## config.mk

```make
export PLATFORM = sky130hd
export DESIGN_NAME = btn_event_decoder
export DESIGN_NICKNAME = d
export VERILOG_FILES = /design/src/rtl/btn_event_decoder.sv
export SDC_FILE = /design/constraint.sdc
export NUM_CORES = 1
export LEC_CHECK = 0
export ABC_AREA = 1
export ABC_CLOCK_PERIOD_IN_PS = 3500
export BUFFER_PORTS_ARGS = -buffer_cell sky130_fd_sc_hd__buf_2
export CAP_MARGIN = 10
export CORE_MARGIN = 5
export CORE_UTILIZATION = 62
export CTS_CLUSTER_DIAMETER = 40
export DETAILED_ROUTE_END_ITERATION = 7
export PLACE_DENSITY = 0.8
export SLEW_MARGIN = 0
export SYNTH_ARGS = -nofsm -noshare
export SYNTH_HDL_FRONTEND = slang
export SYNTH_SLANG_ARGS = --single-unit
```

## constraint.sdc

```tcl
create_clock -name clk -period 3.5 [get_ports clk]
set_input_delay 0.175 -clock clk [delete_from_list [all_inputs] [get_ports clk]]
set_output_delay 0.175 -clock clk [all_outputs]
set_load 0.03 [all_outputs]
```

## src/rtl/btn_event_decoder.sv

```systemverilog
// Decodes the button generator's pulse bursts into click / double-click / long-press strobes.
// A framer validates burst shape; a classifier times the press and release windows.
//
//   state   | meaning
//   F_IDLE  | waiting for the first high of a burst
//   F_GAP   | last sample was high, a low is expected
//   F_HIGH  | last sample was low inside a burst, a high is expected
//   C_IDLE  | no press in progress
//   C_PRESS | valid burst seen, timing how long the button is held
//   C_HOLD  | event already reported, waiting for release
//   C_WAIT  | released, watching for a second burst within the double window
module btn_event_decoder #(
   parameter int BURST_LEN     = 3,
   parameter int DOUBLE_WINDOW = 25000000,
   parameter int LONG_PERIOD   = 50000000
) (
   input  logic       clk,
   input  logic       rst_n,
   input  logic       pulse_in,
   input  logic       level_in,
   output logic       single_click,
   output logic       double_click,
   output logic       long_press,
   output logic       burst_err,
   output logic [7:0] event_count,
   output logic       busy
);

   typedef enum logic [1:0] {F_IDLE, F_GAP, F_HIGH} fstate_t;
   typedef enum logic [1:0] {C_IDLE, C_PRESS, C_HOLD, C_WAIT} cstate_t;

   localparam logic [2:0]  BL      = 3'(BURST_LEN);
   localparam logic [31:0] LP_LAST = 32'(LONG_PERIOD - 1);
   localparam logic [31:0] DW_LAST = 32'(DOUBLE_WINDOW - 1);

   fstate_t     f_q, f_d;
   cstate_t     c_q, c_d;
   logic [2:0]  pc_q, pc_d;
   logic [31:0] t_q, t_d, t_inc;
   logic        ok_q, ok_d;
   logic        err_q, err_d;
   logic        sc_q, sc_d, dc_q, dc_d, lp_q, lp_d;
   logic [7:0]  cnt_q, cnt_d;

   always_ff @(posedge clk or negedge rst_n) begin
      if (!rst_n) begin
         f_q   <= F_IDLE;
         c_q   <= C_IDLE;
         pc_q  <= 3'd0;
         t_q   <= 32'd0;
         ok_q  <= 1'b0;
         err_q <= 1'b0;
         sc_q  <= 1'b0;
         dc_q  <= 1'b0;
         lp_q  <= 1'b0;
         cnt_q <= 8'd0;
      end else begin
         f_q   <= f_d;
         c_q   <= c_d;
         pc_q  <= pc_d;
         t_q   <= t_d;
         ok_q  <= ok_d;
         err_q <= err_d;
         sc_q  <= sc_d;
         dc_q  <= dc_d;
         lp_q  <= lp_d;
         cnt_q <= cnt_d;
      end
   end

   always_comb begin
      f_d   = f_q;
      pc_d  = pc_q;
      ok_d  = 1'b0;
      err_d = 1'b0;
      case (f_q)
         F_IDLE: begin
            if (pulse_in) begin
               pc_d = 3'd1;
               f_d  = F_GAP;
            end
         end
         F_GAP: begin
            if (pulse_in) begin
               err_d = 1'b1;
               pc_d  = 3'd0;
               f_d   = F_IDLE;
            end else if (pc_q == BL) begin
               ok_d = 1'b1;
               pc_d = 3'd0;
               f_d  = F_IDLE;
            end else begin
               f_d = F_HIGH;
            end
         end
         F_HIGH: begin
            if (pulse_in) begin
               pc_d = pc_q + 3'd1;
               f_d  = F_GAP;
            end else begin
               err_d = 1'b1;
               pc_d  = 3'd0;
               f_d   = F_IDLE;
            end
         end
         default: begin
            pc_d = 3'd0;
            f_d  = F_IDLE;
         end
      endcase
   end

   // Timeouts fire on the edge where the incremented timer hits its last value.
   always_comb begin
      c_d   = c_q;
      t_d   = t_q;
      sc_d  = 1'b0;
      dc_d  = 1'b0;
      lp_d  = 1'b0;
      t_inc = t_q + 32'd1;
      case (c_q)
         C_IDLE: begin
            if (ok_q) begin
               t_d = 32'd0;
               c_d = C_PRESS;
            end
         end
         C_PRESS: begin
            if (level_in) begin
               t_d = t_inc;
               if (t_inc == LP_LAST) begin
                  lp_d = 1'b1;
                  t_d  = 32'd0;
                  c_d  = C_HOLD;
               end
            end else begin
               t_d = 32'd0;
               c_d = C_WAIT;
            end
         end
         C_HOLD: begin
            if (!level_in) c_d = C_IDLE;
         end
         C_WAIT: begin
            if (ok_q) begin
               dc_d = 1'b1;
               t_d  = 32'd0;
               c_d  = C_HOLD;
            end else begin
               t_d = t_inc;
               if (t_inc == DW_LAST) begin
                  sc_d = 1'b1;
                  t_d  = 32'd0;
                  c_d  = C_IDLE;
               end
            end
         end
         default: begin
            t_d = 32'd0;
            c_d = C_IDLE;
         end
      endcase
      cnt_d = cnt_q + {7'd0, (sc_d | dc_d | lp_d)};
   end

   assign single_click = sc_q;
   assign double_click = dc_q;
   assign long_press   = lp_q;
   assign burst_err    = err_q;
   assign event_count  = cnt_q;
   assign busy         = (c_q != C_IDLE);

endmodule

```

==> impl_results.md <==
* RSZ-0062 raised after global routing: no
* Register bit count reported by yosys at between 50 and 60
* Slew HR at 48.6%
* Root Driver: clkbuf_8
* Worst path most repeated cell: nand2_1
* Final period util at 87.5%
* Top_reg_cell synth: dfrtp_1
* Die area at approximately 7400 sq um
* Hold endpoint: f_q[1]
* CTS tree: done
* Synth Area per Inst at roughly 6.6 sq um
* Multiplexer share of the synthesized area at 0%
* First-pass GRT wire length at between 15000 and 20000 um
* Largest net degree at the start of global routing at 29
* Kind of critical path: reg -> reg
* GRT Overall Usage at between 20% and 30%
* Area growth, synth to finish at 7.01%
* Initial Utilization at between 60% and 70%
* Synth Area in Compound Gates at 5.10%
* Yosys top cell by area: dfrtp_1
* Slowest-stage cell, CP: dfrtp_1
* CP delay by family, top: simple AND/OR/NAND/NOR gates
* Num CTS Buffers at 5
* Number of fill cells at between 500 and 600
* Syn nets at 558
* Commonest cells after routing, fill and taps aside: nand2_1 (205), nor2_1 (83), nand3_1 (54), dfrtp_1 (52), inv_1 (50)
* Initial DRC count at roughly 330
* Worst endpoint data arrival time at 3.27 ns
* EDFF count, synth at 0
* Share of cells above drive strength 1 at a little over a tenth
* Commonest non-fill, non-tap cell in the layout: nand2_1
* P per Cell Area at between 300 and 400 nW/um^2
* Measured slew at the worst slew-check pin at 0.769 ns
* Post-Synth Adder-Cell Area at under 10%
* Top-area cell type share of the netlist area at between 30% and 40%
* Vias per cell at ~5.5
* Nets at approximately 580
* Die Span X at about 86 um
* Vias in the first global route at ~3300
* Distinct cells, synth at 29
* Outcome: finished clean
* Switching pwr at slightly below 0.0006 W
* H-tree Lvls at 2
* Fin crit period at approximately 3.1 ns
* Worst Hold Path Cells at 2
* CTS max path bufs at 2
* Critical path capture point type: flip-flop
* CP startpoint kind: flip-flop
* Routed vias at 3537
* WL final at slightly above 9000 um
* Setup ws final at around 0.44 ns
* Clock power share at between 20 and 25%
* Fmax at between 300 and 400 MHz
* Maxcap violations at 0
* Logic pwr share at a little under a third
* Worst skew pair latency at between 0.3 and 0.4 ns
* Post-Syn Area at about 3600 sq um
* Antenna Cells at 0
* Final Hold Viols at 0
* Final setup vio count at 0
* Slowest cell delay on critical path at 0.44 ns
* Leakage power at around 1.8 nW
* YS warnings at 0
* Post-Synthesis Cells at 548
* Core area at approximately 5600 sq um
* Worst path bufs/invs at 1
* Largest family of logic cells by synthesized area: simple AND/OR/NAND/NOR gates
* Hpwl dp at between 7000 and 8000 um
* GR Overflow Total at 0
* Post-synthesis sequential area ratio at 36.1%
* GP Congestion at 1.04
* Die H at around 86 um
* DRT antenna net count at 0
* HP Class: in -> reg
* Setup Skew at around 0.007 ns
* Setup bufs post-CTS at 0
* Top Ports at 17
* FF-to-FF Start: t_q[1]
* Hold Path Origin: pulse_in
* CTS sink cnt at 52
* TNS Setup at 0 ns
* I/O Buffers at 16
* Synth Area in Simple Gates at a little under half
* Worst-path cell chain: ha_1 > nand2_1 > nor2_4 > nand2_2 > nor2_2 > nand2_1 > nand2_1 > nand2_1 > nor2_1 > nand2_1 > nor2_2 > nand4_1 > inv_1 > nor2_1 > o21ai_0 > ha_1 > ha_1 > nand3_1 > nor2_1 > nand2_1 > xnor2_1
* Fraction of registers with async set/reset at 100%
* FF-to-FF End: event_count[6]
* Drt drc at 0
* CP Max Fanout at 7
* Ranking of synthesized cells by area: dfrtp_1 (36%), nand2_1 (21%), nor2_1 (8.7%), nand3_1 (7.5%), inv_1 (5.2%)
* Internal power at about 0.00086 W
* Worst reg-to-reg path cell count at 21
* Reg power frac at about 45%
* Sw Share at between 40 and 50%
* DP Worst Slack at between 0.3 and 0.4 ns
* Worst-path clk slew at around 0.1 ns
* R2R Setup Slk at 0.44 ns
* Slew Limit Fails at 0
* WP data required at about 3.7 ns
* Antenna violations before repair at 0
* XOR/XNOR Fraction of Synth Area at 2.19%
* Peak supply drop at just under 0.0003 V
* DRT Pass-1 Iters at 5
* Drt wl/cell at roughly 15 um
* Row cnt at 27
-- logic make-up (layout without fill, tap and decap cells) --
kind of cell | count (synthesis) | after routing
AOI/OAI and AO/OA | 31 | 31
xor gates and xnor gates | 9 | 9
adders and majority gates | 6 | 6
buffers and inverters | 62 | 81
DFF | 52 | 52
and+or+nand+nor | 388 | 388
-- layer usage --
layer | share of wire, % | up-vias | wire [um] | track usage [%]
met4 | 2.7 | 0 | 253 | 9.77
met2 | 46 | 155 | 4260 | 42.4
li1 | - | 1757 | - | -
met3 | 7.4 | 25 | 691 | 3.80
met5 | 0 | - | 0 | 0
met1 | 44 | 1600 | 4140 | 38.3
-- registers in the layout, indices dropped and copies added (netlist names) --
name and count:
long_press 1, double_click 1, t_q 32, c_q 2, f_q 2, single_click 1, pc_q 3, burst_err 1
ok_q 1, event_count 8
-- power groups by stage --
stage          Clock (W)  Sequential, W  Combinational [W]
2_1_floorplan          0       0.000658           0.000321
3_3_place_gp           0       0.000660           0.000439
3_5_place_dp           0       0.000660           0.000436
4_1_cts         0.000358       0.000649           0.000436
5_1_grt         0.000385       0.000654           0.000487
6_report        0.000356       0.000649           0.000443
-- what timing repair did --
| action | in CTS | in global routing |
|---|---|---|
| setup endpoints to repair | 0 | 3 |
| gates resized for setup | 0 | 2 |
| hold endpoints to repair | 24 | 0 |
| hold buffers | 1 | 0 |
-- layout make-up --
cell class | instances | area, sq um | area share [%]
clock buffers | 6 | 72.6 | 1.88
inverters | 51 | 191 | 4.96
flip-flops and latches | 52 | 1300 | 33.7
well taps | 72 | 90.1 | 2.33
repair buffers | 22 | 128 | 3.31
clock inverters | 2 | 16.3 | 0.422
multi-input cells | 434 | 2060 | 53.4
-- synthesized netlist by cell type (5+ instances only) --
| master | number |
|---|---|
| o21ai_1 | 5 |
| xor2_1 | 5 |
| nand3_1 | 54 |
| o21ai_0 | 11 |
| o211ai_1 | 8 |
| nand2_2 | 9 |
| nand3_2 | 8 |
| dfrtp_1 | 52 |
| clkbuf_1 | 7 |
| nand2_1 | 205 |
| inv_1 | 50 |
| nand3b_1 | 7 |
| ha_1 | 6 |
| nor2_2 | 7 |
| nor2_1 | 84 |
-- worst max-delay path by stage --
stage,start,depth (start not counted),to
final,t_q[1],21,event_count[6]
after global routing,t_q[1],19,event_count[6]
after CTS,t_q[1],18,event_count[7]
after detailed placement,t_q[1],18,event_count[7]
after global placement,t_q[1],18,event_count[7]
after floorplan,t_q[1],20,event_count[7]
-- through the flow --
step                area [sq um]  std cells  hold slack, ns  total power (W)  utilization [%]
finish                      3860        639           0.111          0.00145             69.2
global route                3860        639           0.138          0.00153             69.2
CTS                         3850        639           0.115          0.00144             69.1
detailed placement          3750        630           0.199          0.00110             67.3
global placement            3750        630           0.196          0.00110             67.3
floorplan                   3610        548          -0.121         0.000979                -
No activity file was read; power rests on OpenSTA's default activity.
